`src/rtl/reg_wb_queue.sv`:
```
// -----------------------------------------------------------------------------
// reg_wb_queue
//
// Purpose:
//   Write-side producer for the register bank. Register-writeback results from
//   the execute/memory stages are buffered in a small FIFO. The FIFO drains one
//   entry per clock onto the bank write port (AW / DIN / REG_WRITE).
//   Writebacks that target register 0 complete their handshake but are never
//   stored, because register 0 is never written.
//
// Optional feature (macro REG_WB_QUEUE_FWD_EN):
//   Defined   : combinational forwarding lookups on AR1/AR2 search the entries
//               still resident in the FIFO. The youngest match wins, and
//               AR==0 never hits. The entry already presented on AW/DIN is
//               visible in the bank, so it is not searched.
//   Undefined : no lookup logic is built. FWD*_HIT and FWD*_DATA are tied
//               to 0, and AR1/AR2 are ignored.
//
// Ports:
//   CLK                   clock, rising edge
//   RST_N                 asynchronous active-low reset
//   IN_VALID/IN_READY     producer handshake (IN_READY == !full)
//   IN_AW, IN_DATA        destination register and result value
//   DRAIN_EN              bank may be written this cycle (0 stalls the drain)
//   AW, DIN, REG_WRITE    registered bank write port (REG_WRITE pulses once
//                         per committed entry)
//   AR1, AR2              bank read addresses snooped for forwarding
//   FWD1_HIT/FWD1_DATA    forwarding result for AR1
//   FWD2_HIT/FWD2_DATA    forwarding result for AR2
//   COUNT                 current FIFO occupancy
// -----------------------------------------------------------------------------
module reg_wb_queue #(
  parameter int DEPTH  = 4,
  parameter int WIDTH  = 32,
  parameter int AWIDTH = 5
) (
  input  logic                     CLK,
  input  logic                     RST_N,
  input  logic                     IN_VALID,
  output logic                     IN_READY,
  input  logic [AWIDTH-1:0]        IN_AW,
  input  logic [WIDTH-1:0]         IN_DATA,
  input  logic                     DRAIN_EN,
  output logic [AWIDTH-1:0]        AW,
  output logic [WIDTH-1:0]         DIN,
  output logic                     REG_WRITE,
  input  logic [AWIDTH-1:0]        AR1,
  input  logic [AWIDTH-1:0]        AR2,
  output logic                     FWD1_HIT,
  output logic                     FWD2_HIT,
  output logic [WIDTH-1:0]         FWD1_DATA,
  output logic [WIDTH-1:0]         FWD2_DATA,
  output logic [$clog2(DEPTH):0]   COUNT
);

  localparam int PW = $clog2(DEPTH);

  localparam logic [PW:0]        CNT_ZERO  = {(PW+1){1'b0}};
  localparam logic [PW:0]        CNT_ONE   = (PW+1)'(1'b1);
  localparam logic [PW:0]        CNT_FULL  = (PW+1)'(DEPTH);
  localparam logic [PW-1:0]      PTR_ZERO  = {PW{1'b0}};
  localparam logic [PW-1:0]      PTR_ONE   = PW'(1'b1);
  localparam logic [AWIDTH-1:0]  AW_ZERO   = {AWIDTH{1'b0}};
  localparam logic [WIDTH-1:0]   DATA_ZERO = {WIDTH{1'b0}};

  // FIFO storage. The contents need no reset: only slots inside the
  // head..head+count window are ever read.
  logic [AWIDTH-1:0] aw_mem_r   [DEPTH];
  logic [WIDTH-1:0]  data_mem_r [DEPTH];

  logic [PW-1:0]     head_r;
  logic [PW-1:0]     tail_r;
  logic [PW:0]       count_r;
  logic              ready_r;

  logic [AWIDTH-1:0] aw_r;
  logic [WIDTH-1:0]  din_r;
  logic              we_r;

  logic              accept_s;
  logic              push_s;
  logic              pop_s;
  logic [PW:0]       count_next_s;

  // Handshake decode. A register-0 writeback is accepted but not stored.
  always_comb begin
    accept_s = IN_VALID & ready_r;
    push_s   = accept_s & (IN_AW != AW_ZERO);
    pop_s    = (count_r != CNT_ZERO) & DRAIN_EN;
  end

  // Next occupancy. A simultaneous push and pop leave the count unchanged.
  always_comb begin
    count_next_s = count_r;
    case ({push_s, pop_s})
      2'b10:   count_next_s = count_r + CNT_ONE;
      2'b01:   count_next_s = count_r - CNT_ONE;
      default: count_next_s = count_r;
    endcase
  end

  // Pointers, occupancy, ready flag and the registered bank write port.
  // ready_r follows the count, so a pop at full raises IN_READY one cycle
  // later and not in the same cycle.
  always_ff @(posedge CLK or negedge RST_N) begin
    if (!RST_N) begin
      head_r  <= PTR_ZERO;
      tail_r  <= PTR_ZERO;
      count_r <= CNT_ZERO;
      ready_r <= 1'b1;
      aw_r    <= AW_ZERO;
      din_r   <= DATA_ZERO;
      we_r    <= 1'b0;
    end else begin
      count_r <= count_next_s;
      ready_r <= (count_next_s != CNT_FULL);
      if (push_s) begin
        tail_r <= tail_r + PTR_ONE;
      end else begin
        tail_r <= tail_r;
      end
      if (pop_s) begin
        head_r <= head_r + PTR_ONE;
        aw_r   <= aw_mem_r[head_r];
        din_r  <= data_mem_r[head_r];
        we_r   <= 1'b1;
      end else begin
        head_r <= head_r;
        aw_r   <= aw_r;
        din_r  <= din_r;
        we_r   <= 1'b0;
      end
    end
  end

  // Entry storage write at the tail slot.
  always_ff @(posedge CLK) begin
    if (push_s) begin
      aw_mem_r[tail_r]   <= IN_AW;
      data_mem_r[tail_r] <= IN_DATA;
    end
  end

  assign IN_READY  = ready_r;
  assign AW        = aw_r;
  assign DIN       = din_r;
  assign REG_WRITE = we_r;
  assign COUNT     = count_r;

`ifdef REG_WB_QUEUE_FWD_EN
  // Walk from the oldest to the youngest resident entry. Later matches
  // overwrite earlier ones, so the youngest match wins. Result is {hit, data}.
  function automatic logic [WIDTH:0] fwd_lookup(input logic [AWIDTH-1:0] ar);
    logic             hit;
    logic [WIDTH-1:0] val;
    logic [PW-1:0]    idx;
    hit = 1'b0;
    val = DATA_ZERO;
    for (int i = 0; i < DEPTH; i++) begin
      idx = head_r + PW'(i);
      if (((PW+1)'(i) < count_r) && (ar != AW_ZERO) && (aw_mem_r[idx] == ar)) begin
        hit = 1'b1;
        val = data_mem_r[idx];
      end else begin
        hit = hit;
        val = val;
      end
    end
    return {hit, val};
  endfunction

  logic [WIDTH:0] fwd1_s;
  logic [WIDTH:0] fwd2_s;

  // Forwarding lookups for both read ports.
  always_comb begin
    fwd1_s = fwd_lookup(AR1);
    fwd2_s = fwd_lookup(AR2);
  end

  assign FWD1_HIT  = fwd1_s[WIDTH];
  assign FWD1_DATA = fwd1_s[WIDTH-1:0];
  assign FWD2_HIT  = fwd2_s[WIDTH];
  assign FWD2_DATA = fwd2_s[WIDTH-1:0];
`else
  // Forwarding not built. The read addresses are intentionally unused.
  logic unused_ar_s;
  assign unused_ar_s = ^{AR1, AR2};

  assign FWD1_HIT  = 1'b0;
  assign FWD1_DATA = DATA_ZERO;
  assign FWD2_HIT  = 1'b0;
  assign FWD2_DATA = DATA_ZERO;
`endif

endmodule

```
`config.mk`:
```
export PLATFORM = sky130hd
export DESIGN_NAME = reg_wb_queue
export DESIGN_NICKNAME = d
export VERILOG_FILES = /design/src/rtl/reg_wb_queue.sv
export SDC_FILE = /design/constraint.sdc
export NUM_CORES = 1
export LEC_CHECK = 0
export CORE_MARGIN = 5
export CORE_UTILIZATION = 40
export CTS_CLUSTER_DIAMETER = 60
export DETAILED_ROUTE_END_ITERATION = 6
export DONT_BUFFER_PORTS = 1
export PLACE_DENSITY_LB_ADDON = 0.2
export SLEW_MARGIN = 40
export SYNTH_ARGS = -nofsm -noshare
export SYNTH_HDL_FRONTEND = slang
export SYNTH_SLANG_ARGS = --single-unit
```
`constraint.sdc`:
```
create_clock -name CLK -period 2.71 [get_ports CLK]
set_input_delay 0.271 -clock CLK [delete_from_list [all_inputs] [get_ports CLK]]
set_output_delay 0.271 -clock CLK [all_outputs]
set_load 0.02 [all_outputs]
```
After elaboration in Yosys (flattened, before gate mapping):

Memories as Yosys holds them, arrays and structs flattened. A register that Yosys moved wholly into a read port is not among the register bits.
Cells that the tools add are included.

* register bits after elaboration: 9
* bits in writable memories: 148
* bits of input ports: 51
* output and inout bits: 108
* word-level logic and storage cells: 25
* memories: 2

* add/sub/neg operators: 4
* eq/ne operators: 3
* multiplexer cells: 4
* bitwise operators: 3
* reduce and logical (&&, ||, !) cells: 4

Memory list
* data_mem_r: words 4, bits a word 32, rd ports 1, clocked after Yosys merged registers in 1, write ports 1, line 69 `logic [WIDTH-1:0] data_mem_r [DEPTH];`
* aw_mem_r: words 4, bits a word 5, rd ports 1, clocked after Yosys merged registers in 1, write ports 1, line 68 `logic [AWIDTH-1:0] aw_mem_r [DEPTH];`

Operators by type and width (number)
* $pmux 3 s2: 1
* $reduce_bool 5->1: 1
* $add 2x1->2 const B: 2
* $add 3x1->3 const B: 1
* $and 1x1->1: 3
* $mux 1: 3
* $ne 3x3->1 const B: 1
* $reduce_bool 3->1: 1
* $sub 3x1->3 const B: 1
* $eq 2x1->1 const B: 1
* $eq 2x2->1 const B: 1
* $logic_not 1->1: 2

Longest topological paths before layout:

Gate-level depths: netlist of the first run.

* depth after elaboration: 5
* depth in mapped cells: 9

Least setup slack after synthesis of the first run:

OpenSTA, ideal clock, no wires.

* kind: input -> register
* start: in IN_AW[1]
* end: reg ready_r, in the netlist IN_READY
* setup time: 0.082 ns
* arrival: 2.376 ns
* required time: 2.628 ns
* setup slack: 0.252 ns
* cell stages on the path: 9
* cells stage by stage: or3_1 o311a_4 inv_1 ha_1 inv_1 fa_1 xor2_1 or3_1 a211o_1

* word-level cells in the longest chain between the ends: 5
* elaborated cells on any way between the ends: 6

RTL lines
* from (decl): line 41 `input logic [AWIDTH-1:0] IN_AW,`
* $reduce_bool 5->1 (*): line 88 `push_s = accept_s & (IN_AW != AW_ZERO);`
* $and 1x1->1 (*): line 88
* $eq 2x1->1 / $eq 2x2->1 (equally long branches): line 95 `case ({push_s, pop_s})`
* $pmux 3 s2 (*): line 95
* $ne 3x3->1 (*): line 116 `ready_r <= (count_next_s != CNT_FULL);`
* to (signal assigned): line 116
* to (decl): line 74 `logic ready_r;`

Mark *: on every way between the ends. The rest lies on a longest branch, timed or not.
A chain may end at the register's enable or synchronous reset.

Worst setup path after layout of the first run:

* start: reg count_r[0], in the netlist COUNT[0]
* end: reg ready_r, in the netlist IN_READY

* word-level cells in the longest chain between the ends: 5
* elaborated cells on any way between the ends: 8

RTL lines
* from (decl): line 73 `logic [PW:0] count_r;`
* from (signal assigned): line 115 `count_r <= count_next_s;`
* $reduce_bool 3->1: line 89 `pop_s = (count_r != CNT_ZERO) & DRAIN_EN;`
* $and 1x1->1: line 89
* $eq 2x1->1 / $eq 2x2->1 (equally long branches): line 95
* $pmux 3 s2 (*): line 95
* $ne 3x3->1 (*): line 116

Marks and branches as above.

==> run summary, run 1 <==
Crit. End Element - flop
HP Class - primary input to flop
# port buffers - 0
post-place setup slack - 0.0590 ns
post-synthesis cell area - 7700 um^2
io pins - 159
commonest non-fill, non-tap cells in the layout - 148 x edfxtp_1, 113 x nand2_1, 66 x conb_1
initial core utilization - 40.9%
antenna violations before repair - 0
Hold Fails Final Rpt - 0
core outline area - 18800 um^2
cell count after synthesis - 457
r2r startpoint - COUNT[0]
Setup Viol. Count Final - 0
number of CTS-inserted buffers - 17
share of layout cells above drive strength 1 - 16.5%
Crit Path Max Fanout - 4
Setup crit start kind - flop
Fmax - 0.443 GHz
Max-slew headroom - 58.2%
clk slew on worst S/H paths - 0.07 ns
Antenna diodes - 0
CTS sink cnt - 194
Synth Area per Inst - 16.8 um^2
post-route setup slack - 0.453 ns
area grow syn2layout - 15.0%
reg2reg end - IN_READY
final wirelength - 14100 um
post-CTS setup buffer count - 0
Chip Height - 149 um
minimum clock period - 2.26 ns
worst IR drop on VDD - 0.000538 V
drt initial violations - 214
Inst Count DP - 705
Yosys warnings - 0
register area share after synthesis - 72.7%
grt total ovfl - 0
Worst Path Required - 3.06 ns
Total Neg Setup Slack - 0 ns
largest net degree at the start of global routing - 47
final core utilization - 47.0%
Skew-Pair Late Insertion Delay - 0.43 ns
first-pass GRT wire length - 22100 um
most common cell after layout, fill and taps aside - edfxtp_1
per-cell routed wire length - 18.2 um
remaining antenna violation count after routing - 0
Core Rows - 50
final clock skew - 0.0115 ns
Max clock buf depth - 2
nets - 560
non-filler cells in the finished layout - 776
pwr dens - 1100 nW/um^2
CP endpoint - IN_READY
Synth async-reset ratio - 23.7%
vias - 3586
Pins Over Slew Limit - 0
Slew @ Worst Pin - 0.628 ns
max_cap viols - 0
GP Congestion - 0.658
WS Path Type - flop to flop
leakage - 0.00336 uW
Worst Reg-to-Reg Cells - 8
Post-synth EDFFs - 148
Distinct cells, synth - 23
number of global-route vias before repair - 3834
GRT Resource Usage Total - 13.4%
die area - 22100 um^2
Yosys reg bits - 194
status - finished clean
root buf cell - clkbuf_16
DRT Pass-1 Iters - 4
CTS tree - built
setup slack, reg-to-reg - 0.45 ns
RSZ-0062 raised after global routing - false
Vias/cell - 4.62
H-Tree Level Count - 4
ys flop type - edfxtp_1
Critical Path AT - 2.61 ns
Final Cycle Share - 83.3%
Remaining DRCs - 0
fillers - 1624
CP startpoint - COUNT[0]
Die X - 149 um
dpl hpwl - 8060 um
-- cells by family (layout without fill, tap and decap cells) --
| kind of cell | after synthesis | in the layout | synth area share [%] |
|---|---|---|---|
| and+or+nand+nor | 119 | 119 | 6.06 |
| muxes | 39 | 39 | 11.1 |
| adders and majority gates | 6 | 6 | 1.07 |
| other | 1 | 66 | 0.0487 |
| AOI/OAI and AO/OA | 4 | 4 | 0.552 |
| DFF | 194 | 194 | 72.7 |
| xor gates and xnor gates | 5 | 5 | 0.569 |
| buffers and inverters | 89 | 83 | 7.86 |
-- synth_stat cells (all sizes together) (2+ instances only) --
cell	n	area share, %
buf	78	7.3
clkbuf	4	0.19
nand2	113	5.5
mux4	37	11
edfxtp	148	58
inv	7	0.34
xnor2	4	0.45
and2	4	0.39
or3	2	0.16
ha	5	0.81
dfrtp	45	15
-- power by group --
group,internal (uW),switching [uW]
Sequential,4000,852
Combinational,955,1090
Clock,1720,1090
Total,6690,3020
-- through the flow --
stage | power (uW) | cell area (um^2) | hold slack (ns)
after detailed placement | 6970 | 7780 | -0.0231
after global routing | 10300 | 8850 | 0.129
after floorplan | 6390 | 7940 | -0.0246
after CTS | 9890 | 8850 | 0.131
after global placement | 6910 | 7770 | -0.0230
final | 9710 | 8850 | 0.143
-- layer usage --
layer	part of all wire (%)	GRT usage [%]	vias up
li1	-	-	1604
met1	41	15.9	1832
met2	51	23.3	129
met3	6.6	4.10	21
met4	1.3	4.39	0
met5	0	0	-
-- how the worst min path moves through the flow --
| stage | from | to | slack [ns] | cells after the start |
|---|---|---|---|---|
| floorplan | RST_N | AW[0] | -0.02 | 0 |
| global placement | RST_N | tail_r[0] | -0.02 | 0 |
| detailed placement | RST_N | tail_r[0] | -0.02 | 0 |
| CTS | IN_VALID | tail_r[0] | 0.13 | 2 |
| global route | IN_VALID | tail_r[0] | 0.13 | 2 |
| finish | IN_VALID | tail_r[0] | 0.14 | 2 |
-- area by class of cell --
| cell class | instances | area, um^2 | area share, % |
|---|---|---|---|
| Clock buffer | 21 | 470 | 5.31 |
| Clock inverter | 11 | 199 | 2.25 |
| Timing Repair Buffer | 44 | 470 | 5.31 |
| Multi-Input combinational cell | 239 | 1760 | 19.9 |
| Sequential cell | 194 | 5600 | 63.3 |
| Tap cell | 260 | 325 | 3.67 |
| Inverter | 7 | 26.3 | 0.297 |
-- flip-flops by register name (all words and copies together), names as in the netlist --
| name | flops |
|---|---|
| IN_READY | 1 |
| aw_mem_r | 20 |
| REG_WRITE | 1 |
| AW | 5 |
| COUNT | 3 |
| head_r | 2 |
| tail_r | 2 |
| DIN | 32 |
| data_mem_r | 128 |
-- worst max-delay path, cell delays in order (launching register included) --
cell     delay, ns
dfrtp_1       0.55
o31ai_4       0.11
inv_2         0.07
ha_1          0.18
inv_1         0.06
fa_1          0.39
xor2_1        0.17
or3_1         0.34
a211o_1       0.31
-- repair_timing --
item | CTS | global route
setup endpoints to repair | 0 | 0
resized for setup | 0 | 0
hold endpoints to repair | 194 | 0
hold buffers | 39 | 0
No activity file was read; power rests on OpenSTA's default activity.
==> run 2: changes to the inputs <==
- clock period: 2.71 -> 1.8 ns (I/O delays scaled with it)
==> run 2 against run 1 <==
Compared with the run above: the run now ends with setup timing left; core utilization increased by 0.90 points; design area grew 1.9%; die area is the same; clock power grew 36%; non-clock buffer count increased by 17; critical endpoint unchanged; largest cell class unchanged.
==> run summary, run 2 (synthesis gave the netlist of run 1 again) <==
Pint - 9840 uW (was 6690 uW)
area grow syn2layout - 17.2% (was 15.0%)
minimum clock period - 1.92 ns (was 2.26 ns)
Net Sw Frac - 32.5% (was 31.2%)
clk slew on worst S/H paths - 0.07 ns (about the same)
Sequential Area - 5600 um^2 (about the same)
number of global-route vias before repair - 3912 (was 3834)
final core utilization - 47.9% (was 47.0%)
antenna violations before repair - 0 (unchanged)
Setup crit start kind - flop (unchanged)
Net Switching - 4730 uW (was 3020 uW)
Vias/cell - 4.58 (was 4.62)
Pins Over Slew Limit - 0 (unchanged)
Chip Height - 149 um (unchanged)
DRT Pass-1 Iters - 4 (unchanged)
post-route setup slack - -0.117 ns (was 0.453 ns)
Critical Path Max Stage Delay - 0.41 ns (was 0.55 ns)
Core Rows - 50 (unchanged)
commonest non-fill, non-tap cells in the layout - 148 x edfxtp_1, 113 x nand2_1, 66 x conb_1 (unchanged)
Fin Hold WS - 0.142 ns (was 0.143 ns)
Remaining DRCs - 0 (unchanged)
nets - 577 (was 560)
GP Congestion - 0.684 (was 0.658)
Multi-input gate area - 1770 um^2 (was 1760 um^2)
sequential share of power - 48.5% (was 50.0%)
Max stage delay cell, worst path - dfrtp_1 (unchanged)
HP Class - primary input to flop (unchanged)
remaining antenna violation count after routing - 0 (unchanged)
largest net degree at the start of global routing - 47 (unchanged)
final clock skew - 0.0137 ns (was 0.0115 ns)
Final Cycle Share - 106% (was 83.3%)
post-place setup slack - -0.591 ns (was 0.0590 ns)
final wirelength - 14600 um (was 14100 um)
per-cell routed wire length - 18.4 um (was 18.2 um)
Max-slew headroom - 66.0% (was 58.2%)
CP bufs+invs - 2 (unchanged)
Die X - 149 um (unchanged)
Slew @ Worst Pin - 0.511 ns (was 0.628 ns)
drt initial violations - 153 (was 214)
Skew-Pair Late Insertion Delay - 0.43 ns (about the same)
RSZ-0062 raised after global routing - true (was false)
Antenna diodes - 0 (unchanged)
CTS tree - built (unchanged)
die area - 22100 um^2 (unchanged)
Fmax - 0.522 GHz (was 0.443 GHz)
Max clock buf depth - 2 (unchanged)
fillers - 1613 (was 1624)
CTS sink cnt - 194 (unchanged)
most used cell, CP - inv_2
grt total ovfl - 0 (unchanged)
max_cap viols - 0 (unchanged)
CP Cell Sequence - o31ai_4 -> inv_2 -> ha_4 -> inv_2 -> fa_2 -> xor2_1 -> or3_1 -> a211o_1 (was o31ai_4 -> inv_2 -> ha_1 -> inv_1 -> fa_1 -> xor2_1 -> or3_1 -> a211o_1)
GRT Resource Usage Total - 14.0% (was 13.4%)
post_cts resized - 0 (unchanged)
pwr dens - 1610 nW/um^2 (was 1100 nW/um^2)
number of CTS-inserted buffers - 17 (unchanged)
Critical Path AT - 2.28 ns (was 2.61 ns)
vias - 3632 (was 3586)
first-pass GRT wire length - 22900 um (was 22100 um)
Crit Path Max Fanout - 2 (was 4)
status - finished, violations left (was finished clean)
most common cell after layout, fill and taps aside - edfxtp_1 (unchanged)
share of layout cells above drive strength 1 - 20.3% (was 16.5%)
core outline area - 18800 um^2 (unchanged)
WS Path Type - flop to flop (unchanged)
io pins - 159 (unchanged)
H-Tree Level Count - 4 (unchanged)
Setup Viol. Count Final - 1 (was 0)
Hold Fails Final Rpt - 0 (unchanged)
violated checks - setup timing
dpl hpwl - 8950 um (was 8060 um)
leakage - 0.00343 uW (was 0.00336 uW)
max FFs per register - 128 (unchanged)
root buf cell - clkbuf_16 (unchanged)
# port buffers - 0 (unchanged)
Crit. End Element - flop (unchanged)
clock share of power - 26.2% (was 29.0%)
Reg with most FFs - data_mem_r (unchanged)
Worst Path Required - 2.16 ns (was 3.06 ns)
initial core utilization - 40.9% (unchanged)
worst IR drop on VDD - 0.000793 V (was 0.000538 V)
combinational power share - 25.3% (was 21.0%)
cell family with most CP delay - compound AO/OA/AOI/OAI gates (was adder cells)
## run 2: layout make-up
cell class                      count  area share [%]
Clock buffer                       17            4.71
Clock inverter                     15            1.93
Inverter                            7           0.291
Multi-Input combinational cell    239            19.6
Sequential cell                   194            62.1
Tap cell                          260            3.61
Timing Repair Buffer               61            7.74
## run 2: tightest hold or removal path, stage by stage
cell	delay [ns]
o311a_4	0.14
buf_4	0.14
xnor2_1	0.07
## run 2: path summary, 6_finish.rpt
path                             endpoint  slack, ns       from  depth (start not counted)
worst max-delay path             IN_READY      -0.12   COUNT[1]                          8
worst min-delay path            tail_r[0]       0.14   IN_AW[4]                          3
worst max register to register   IN_READY      -0.12   COUNT[1]                          8
worst min register to register  tail_r[1]       0.60  tail_r[1]                          1
max in group asynchronous        IN_READY       1.28      RST_N                          2
min in group asynchronous        COUNT[1]       0.25      RST_N                          2
## run 2: through the flow
stage | cells | area (um^2) | total power, uW | setup TNS, ns
finish | 793 | 9020 | 14600 | -0.117
global route | 793 | 9020 | 15400 | -0.199
CTS | 793 | 9020 | 14800 | -0.118
detailed placement | 722 | 8020 | 10900 | -1.98
global placement | 722 | 8020 | 10700 | -1.53
floorplan | 522 | 7970 | 9660 | -0.897
## run 2: power by group through the flow
| stage | logic [uW] | registers, uW | clock network [uW] |
|---|---|---|---|
| CTS | 3800 | 7110 | 3940 |
| detailed placement | 3660 | 7200 | 0 |
| floorplan | 2640 | 7020 | 0 |
| finish | 3680 | 7070 | 3810 |
| global placement | 3590 | 7140 | 0 |
| global route | 4110 | 7210 | 4120 |
## run 2: per-layer routing
layer,part of all wire (%),GRT usage [%],vias to the layer above
li1,-,-,1649
met1,40,16.5,1846
met2,51,24.3,128
met3,7.3,4.65,9
met4,0.93,4.58,0
met5,0,0,-
## run 2: timing repair
item,4_1_cts,5_1_grt
hold endpoints to repair,194,0
setup endpoints to repair,1,2
hold buffers,39,0
buffers inserted,0,0
pin swaps,2,0
